--- src/rtl/timer_counter_if.sv ---
// CPU bridge bus for the timer: write strobe, byte enables, address,
// write data, combinational read data and the interrupt line.
interface timer_counter_if;
  logic        we;
  logic [3:0]  byteen;
  logic [31:0] addr;
  logic [31:0] wdata;
  logic [31:0] rdata;
  logic        irq;

  modport master (output we, byteen, addr, wdata, input rdata, irq);
  modport slave  (input we, byteen, addr, wdata, output rdata, irq);
endinterface

--- src/rtl/timer_counter.sv ---
// Programmable down-counting timer with one-shot / auto-reload modes,
// byte-writable CTRL/PRESET registers and a maskable interrupt.

// One byte lane of a byte-enabled register write.
module timer_counter_lane #(
  parameter int VEC_W = 8
) (
  input  logic             be,
  input  logic [VEC_W-1:0] old_byte,
  input  logic [VEC_W-1:0] new_byte,
  output logic [VEC_W-1:0] merged
);
  assign merged = be ? new_byte : old_byte;
endmodule

module timer_counter (
  input logic            clk,
  input logic            reset,
  timer_counter_if.slave bus
);
  localparam int NUM_LANES = 4;
  localparam int VEC_W     = 8;

  localparam logic [1:0] A_CTRL   = 2'd0;
  localparam logic [1:0] A_PRESET = 2'd1;
  localparam logic [1:0] A_COUNT  = 2'd2;

  typedef enum logic [1:0] {IDLE, LOAD, CNT, INT} state_t;

  // Only the low nibble of CTRL is stored; upper bits read back as zero.
  typedef struct packed {
    logic       im;
    logic [1:0] mode;
    logic       en;
  } ctrl_t;

  state_t                              state;
  ctrl_t                               ctrl;
  logic [NUM_LANES-1:0][VEC_W-1:0]     preset;
  logic [NUM_LANES-1:0][VEC_W-1:0]     preset_nxt;
  logic [NUM_LANES-1:0][VEC_W-1:0]     wdata_lanes;
  logic [31:0]                         count;
  logic                                flag;

  logic [1:0] sel;
  logic       wr_any;
  logic       wr_ctrl;
  logic       wr_ctrl_b0;
  logic       wr_preset;

  // Base decode happens outside; only addr[3:2] selects a register here.
  logic unused_addr_bits;
  assign unused_addr_bits = ^{bus.addr[31:4], bus.addr[1:0]};

  assign sel         = bus.addr[3:2];
  assign wr_any      = bus.we && (bus.byteen != 4'b0000);
  assign wr_ctrl     = wr_any && (sel == A_CTRL);
  assign wr_preset   = wr_any && (sel == A_PRESET);
  // All stored CTRL fields live in byte 0.
  assign wr_ctrl_b0  = wr_ctrl && bus.byteen[0];
  assign wdata_lanes = bus.wdata;

  for (genvar i = 0; i < NUM_LANES; i++) begin : g_lane
    timer_counter_lane #(.VEC_W(VEC_W)) u_lane (
      .be       (wr_preset & bus.byteen[i]),
      .old_byte (preset[i]),
      .new_byte (wdata_lanes[i]),
      .merged   (preset_nxt[i])
    );
  end

  // PRESET register: byte-merged CPU writes.
  always_ff @(posedge clk or posedge reset) begin
    if (reset) preset <= '0;
    else       preset <= preset_nxt;
  end

  // Counter FSM plus CTRL/flag updates; a same-edge CPU write to CTRL
  // overrides the FSM's EN clear, and any CTRL/PRESET write clears flag.
  always_ff @(posedge clk or posedge reset) begin
    if (reset) begin
      state <= IDLE;
      ctrl  <= '0;
      count <= '0;
      flag  <= 1'b0;
    end else begin
      case (state)
        IDLE: if (ctrl.en) state <= LOAD;
        LOAD: begin
          count <= preset;
          state <= CNT;
        end
        CNT: begin
          if (!ctrl.en) begin
            state <= IDLE;
          end else if (count > 32'd1) begin
            count <= count - 32'd1;
          end else begin
            // Covers PRESET of 0 and 1: expire without wrapping.
            count <= '0;
            flag  <= 1'b1;
            state <= INT;
          end
        end
        INT: begin
          if (ctrl.mode == 2'd1) begin
            flag  <= 1'b0;
            state <= LOAD;
          end else begin
            ctrl.en <= 1'b0;
            state   <= IDLE;
          end
        end
        default: state <= IDLE;
      endcase
      if (wr_ctrl_b0)           ctrl <= ctrl_t'(bus.wdata[3:0]);
      if (wr_ctrl || wr_preset) flag <= 1'b0;
    end
  end

  // Read mux, purely from addr and current register state.
  always_comb begin
    bus.rdata = '0;
    case (sel)
      A_CTRL:   bus.rdata = {28'd0, ctrl};
      A_PRESET: bus.rdata = preset;
      A_COUNT:  bus.rdata = count;
      default:  bus.rdata = '0;
    endcase
  end

  assign bus.irq = ctrl.im & flag;
endmodule
--- src/flat_wrapper.sv ---
// flat-port wrapper written by rule: the top's interface ports become plain ports
module timer_counter_flat 
  (clk, reset, bus_we, bus_byteen, bus_addr, bus_wdata, bus_rdata, bus_irq);
  timer_counter_if bus_i ();
  input logic clk;
  input logic reset;
  input wire logic [$bits(bus_i.we)-1:0] bus_we;
  input wire logic [$bits(bus_i.byteen)-1:0] bus_byteen;
  input wire logic [$bits(bus_i.addr)-1:0] bus_addr;
  input wire logic [$bits(bus_i.wdata)-1:0] bus_wdata;
  output wire logic [$bits(bus_i.rdata)-1:0] bus_rdata;
  output wire logic [$bits(bus_i.irq)-1:0] bus_irq;
  assign bus_i.we = bus_we;
  assign bus_i.byteen = bus_byteen;
  assign bus_i.addr = bus_addr;
  assign bus_i.wdata = bus_wdata;
  assign bus_rdata = bus_i.rdata;
  assign bus_irq = bus_i.irq;
  timer_counter u_core (.clk(clk), .reset(reset), .bus(bus_i));
endmodule
--- config.mk ---
export PLATFORM = sky130hd
export DESIGN_NAME = timer_counter_flat
export DESIGN_NICKNAME = d
export VERILOG_FILES = /design/src/rtl/timer_counter_if.sv /design/src/rtl/timer_counter.sv /design/src/flat_wrapper.sv
export SDC_FILE = /design/constraint.sdc
export NUM_CORES = 1
export LEC_CHECK = 0
export ABC_AREA = 1
export ABC_CLOCK_PERIOD_IN_PS = 4960
export CAP_MARGIN = 10
export CORE_UTILIZATION = 25
export CTS_CLUSTER_SIZE = 20
export DETAILED_ROUTE_END_ITERATION = 6
export GPL_TIMING_DRIVEN = 0
export PLACE_DENSITY = 0.53
export SLEW_MARGIN = 20
export SYNTH_ARGS = -nofsm -noshare
export SYNTH_HDL_FRONTEND = slang
export SYNTH_SLANG_ARGS = --single-unit
--- constraint.sdc ---
create_clock -name clk -period 4.96 [get_ports clk]
set_input_delay 1.488 -clock clk [delete_from_list [all_inputs] [get_ports clk]]
set_output_delay 1.488 -clock clk [all_outputs]
set_load 0.05 [all_outputs]
Word level (Yosys, flattened, before mapping)
Cells that the tools add are included.
- register bits: 71
- bits in latches: 0
- memory bits (writable): 0
- memory bits (read-only): 0
- input port bits: 71
- output and inout bits: 33
- logic and storage cells: 62
- memories kept: 0
- add/sub/neg operators: 1
- $mul: 0
- div/mod/pow operators: 0
- magnitude comparators: 1
- equal/unequal tests: 13
- shift operators: 0
- mux-type cells: 17
- bitwise gates (word level): 5
- reduce and logical (&&, ||, !) cells: 15
- operator list (operator ; count):
    case mux 32 bit (3 select lines) ; 1
    2-to-1 mux 32 bit ; 2
    case mux 32 bit (2 select lines) ; 1
    > comparator 32 x 1 -> 1 bit (second input constant) ; 1
    subtractor 32 x 1 -> 32 bit (second input constant) ; 1
    2-to-1 mux 1 bit ; 8
    case mux 2 bit (4 select lines) ; 1
    equality test 2 x 1 -> 1 bit (second input constant) ; 3
    equality test 2 bit (second input constant) ; 3
    2-to-1 mux 2 bit ; 3
    inequality test 2 x 1 -> 1 bit (second input constant) ; 3
    inequality test 3 x 1 -> 1 bit (second input constant) ; 2
    inequality test 3 bit (second input constant) ; 2
    AND reduction 2 bit ; 3
    bitwise AND 1 bit ; 5
    logical AND 1 bit ; 4
    zero test 2 bit ; 2
    AND reduction 4 bit ; 1
    nonzero test 2 bit ; 2
    nonzero test 4 bit ; 1
    nonzero test 3 bit ; 1
    case mux 1 bit (2 select lines) ; 1
    logical OR 1 bit ; 1

Longest topological paths before layout
- depth after elaboration: 6
- gate-level depth with buffers: 11
- mapped depth without buffers: 11

Cells and area by module
A second synthesis with hierarchy kept.
- cell total of the unflattened synthesis: 697
- area, all modules: 4591.9 µm²
- modules (own cells, without submodules) (module ; times used ; cells an instance ; area an instance (µm²)):
    timer_counter ; 1 ; 593 ; 4171.5
    timer_counter_lane ; 4 ; 26 ; 105.1

Worst setup path before layout
Ideal clock, no wire load.
- kind: input to output
- start point: in bus_addr[3]
- end point: out bus_rdata[0]
- arrival: 2.971 ns
- data required time: 3.472 ns
- setup slack: 0.501 ns
- stages: 5
- path buffers: 2
- path through: inv_1 > or2_2 > clkbuf_1 > clkbuf_1 > o221ai_1
- cells in the longest elaborated chain, start to end: 2
- elaborated cells on any way between the ends: 4
- those cells by class: eq/ne (2); mux (1); reduce/logical (1)
- RTL lines (element ; RTL line ; text):
    from (decl) ; flat_wrapper.sv:9 ; input wire logic [$bits(bus_i.addr)-1:0] bus_addr;
    equality test 2 bit (tied with other cells) ; timer_counter.sv:124 ; case (sel)
    case mux 32 bit (3 select lines) (*) ; timer_counter.sv:124 ;
    to (decl) ; flat_wrapper.sv:11 ; output wire logic [$bits(bus_i.rdata)-1:0] bus_rdata;
Mark *: on every way between the ends. The rest lies on a longest branch, timed or not.

Worst setup path in the final report
- start point: in bus_addr[3]
- end point: out bus_rdata[28]
The elaborated chain is that of the path after synthesis.

==> impl_metrics.toml <==
[outcome]
outcome = "finished, final reports clean"

[floorplan]
die_area_mm2 = 0.0177
rows = 47
fp.dieH_um = 133
start_util = 0.258
design.portCount = 104
die_x_um = 133
core_area_mm2 = 0.0167

[place]
port_buffers = 73
place_inst = 912
place_congestion = 0.897
hpwl_mm = 10.7

[cts]
clk_path_buf_depth = 2
cts_sinks = 71
clock-root-buffer = "clkbuf_16"
post_cts_buffers = 0
path_clk_slew_ns = 0.05
cts_tree = "yes"
ctsHoldBuffers = 0
numCtsBuffers = 9
htreeDepth = 3
clkLatencyLatePin_ns = 0.35
cts.repair.resized = 96

[timing]
period_minus_slack_ns = 4.86
relSlewSlack = 0.503
final_hold_viol_count = 0
setup_viol = 0
finalCritPeriodShare = 0.979
rsz0062_at_grt = "false"
slew_violations = 0
clock_skew_ns = 0.00753
worst_pin_slew_ns = 0.742
fmax_ghz = 0.206

[routing]
wl_per_cell_um = 15.6
vias = 4203
drt_wl_total_mm = 14.4
drc = 0
firstDrtPassIters = 5
avgViaCountPerCell = 4.54
drtIter0Drc = 269
antenna_left = 0

[grt]
grt_pass1_wl_mm = 23.2
grt_pass1_vias = 4334
grt_start_max_net_pins = 40
grt_antenna_before_repair = 0
globalRouteTotalUtil = 0.173
grt_overflow = 0

[layout]
final_cell_count_no_fill = 926
final_layout_size_suffix_gt1_frac = 0.108
nNetsFinal = 776
areaGrowthSynthToFinish_pct = 29.0
multi_input_area_mm2 = 0.00207
seq_area_mm2 = 0.00178
post-route-util = 0.332
antenna_cells = 0
fill_cells = 1867

[job]
drv_cap = 0

[logic_synthesis]
synth_nets = 691
yosysWarnings = 0
synthCells = 618
synth-async-reset-ratio = 1.00
synth.avg_cell_area_um2 = 6.96
yosysTopAreaCell = "dfrtp_1"
synth_edf_count = 0
synth_compound_area_frac = 0.184
synth-seq-area-share = 0.413
ys_ff_latch = 71
synth_cell_types = 30
synth_top_area_frac = 0.413
synthTopCellsByArea = "dfrtp_1 (41%), nand2_1 (11%), a21oi_1 (8.1%)"
synth_top_family_by_area = "simple AND/OR/NAND/NOR gates"
yosysMostFrequentCell = "nand2_1"
yosys.area_share.adder = 0.00582
synth.area.mux_share = 0
synthTopCellsByCount = "nand2_1 (131), nor2_1 (93), inv_1 (87)"
ys.flop_type = "dfrtp_1"
synth.cell_area_mm2 = 0.00430
synth_xor_area_frac = 0.0183
yosys.area_share.simple = 0.274

[critical_path]
worst_setup_path_start_kind = "primary input"
rrSetupSlack_ns = 2.92
endpoint = "bus_rdata[28]"
r2r-start = "u_core.count[0]"
path_max_fanout = 10
crit_start = "bus_addr[3]"
cp.required_ns = 3.47
cp.arrival_ns = 3.37
critPathKind = "in2out"
r2r_cells = 10
endpoint_kind = "output pin"
r2r_end = "u_core.count[26]"

[power_and_ir_drop]
leakage_nw = 2.49
power_switching_mw = 1.32
p_clk_frac = 0.211
power.internal_mw = 1.56
swShare = 0.458
power.density_mw_per_mm2 = 519
ir_drop_mv = 0.195
seq_power_share = 0.342
combPwrFrac = 0.446

[worst_hold_path]
min_path_type = "reg2reg"
-- per-layer routing --
layer  track usage  wire length, µm  vias to the layer above  part of all wire
met5             0                0                        -                 0
met1         0.229             7010                     1928              0.49
met3        0.0438              683                       16             0.047
li1              -                -                     2168                 -
met4        0.0461              191                        0             0.013
met2         0.281             6530                       91              0.45
-- stage by stage --
stage | area, µm² | power (mW) | hold WS (ns) | TNS, ns | worst slack, ns
CTS | 5640 | 2.92 | 0.504 | -0.0156 | -0.0156
detailed placement | 5330 | 2.32 | 0.489 | -14.82 | -0.577
finish | 5550 | 2.88 | 0.508 | 0 | 0.102
global route | 5550 | 3.10 | 0.526 | 0 | 0.00541
floorplan | 4300 | 1.89 | 0.462 | 0 | 0.501
global placement | 5310 | 2.30 | 0.489 | -15.20 | -0.595
-- final cells by class --
class                           count  area share
Tap cell                          220      0.0496
Multi-Input combinational cell    436       0.374
Inverter                           88      0.0600
Clock inverter                      1    0.000902
Timing Repair Buffer               74       0.125
Clock buffer                       13      0.0469
Buffer                             23      0.0230
Sequential cell                    71       0.320
-- power by group through the flow --
| stage | logic [mW] | clock network [mW] | registers, mW |
|---|---|---|---|
| after floorplan | 0.950 | 0 | 0.938 |
| after global placement | 1.31 | 0 | 0.992 |
| after detailed placement | 1.32 | 0 | 0.993 |
| after CTS | 1.31 | 0.621 | 0.985 |
| after global routing | 1.44 | 0.642 | 1.02 |
| final | 1.29 | 0.609 | 0.987 |
-- registers in the layout, indices dropped and copies added (netlist names) --
register,flops
u_core.ctrl,4
u_core.count,32
u_core.flag,1
u_core.preset,32
u_core.state,2
-- cell usage in the layout, fill, tap and decap left out, types with 2 or more instances in the layout --
master	instances
clkdlybuf4s18_2	2
nor3_1	3
o22ai_1	28
clkbuf_8	2
xor2_1	9
clkbuf_16	9
buf_6	4
nand2_1	131
clkbuf_1	12
nand4_1	6
o21ai_0	32
nor2_1	93
buf_2	19
dlygate4sd2_1	2
o221ai_1	4
clkdlybuf4s15_2	14
ha_1	2
nand3_1	37
nand2_2	5
clkbuf_2	4
nor2_2	5
inv_1	86
nor2_4	2
clkdlybuf4s50_1	41
a21oi_1	70
dfrtp_1	71
-- how the worst min path moves through the flow --
stage / startpoint / endpoint / slack [ns] / cells past startpoint
after floorplan: u_core.flag / u_core.flag / 0.46 / 2
after global placement: u_core.ctrl[3] / u_core.ctrl[3] / 0.49 / 2
after detailed placement: u_core.ctrl[3] / u_core.ctrl[3] / 0.49 / 2
after CTS: u_core.ctrl[3] / u_core.ctrl[3] / 0.50 / 2
after global routing: u_core.flag / u_core.flag / 0.53 / 2
final: u_core.flag / u_core.flag / 0.51 / 2
-- cells by family after synthesis --
logic type               after synthesis
flip-flops                            71
adder cells (fa/ha/maj)                2
XOR/XNOR                               9
buffers and inverters                111
AO/OA/AOI/OAI                        141
AND/OR/NAND/NOR                      284
-- critical path, stage by stage --
cell	delay, ns
clkdlybuf4s50_1	0.48
inv_1	0.08
or2_2	0.27
clkbuf_1	0.15
clkbuf_2	0.28
o22ai_1	0.21
clkdlybuf4s15_2	0.40
Note: power is estimated with default switching activity, not from simulation.
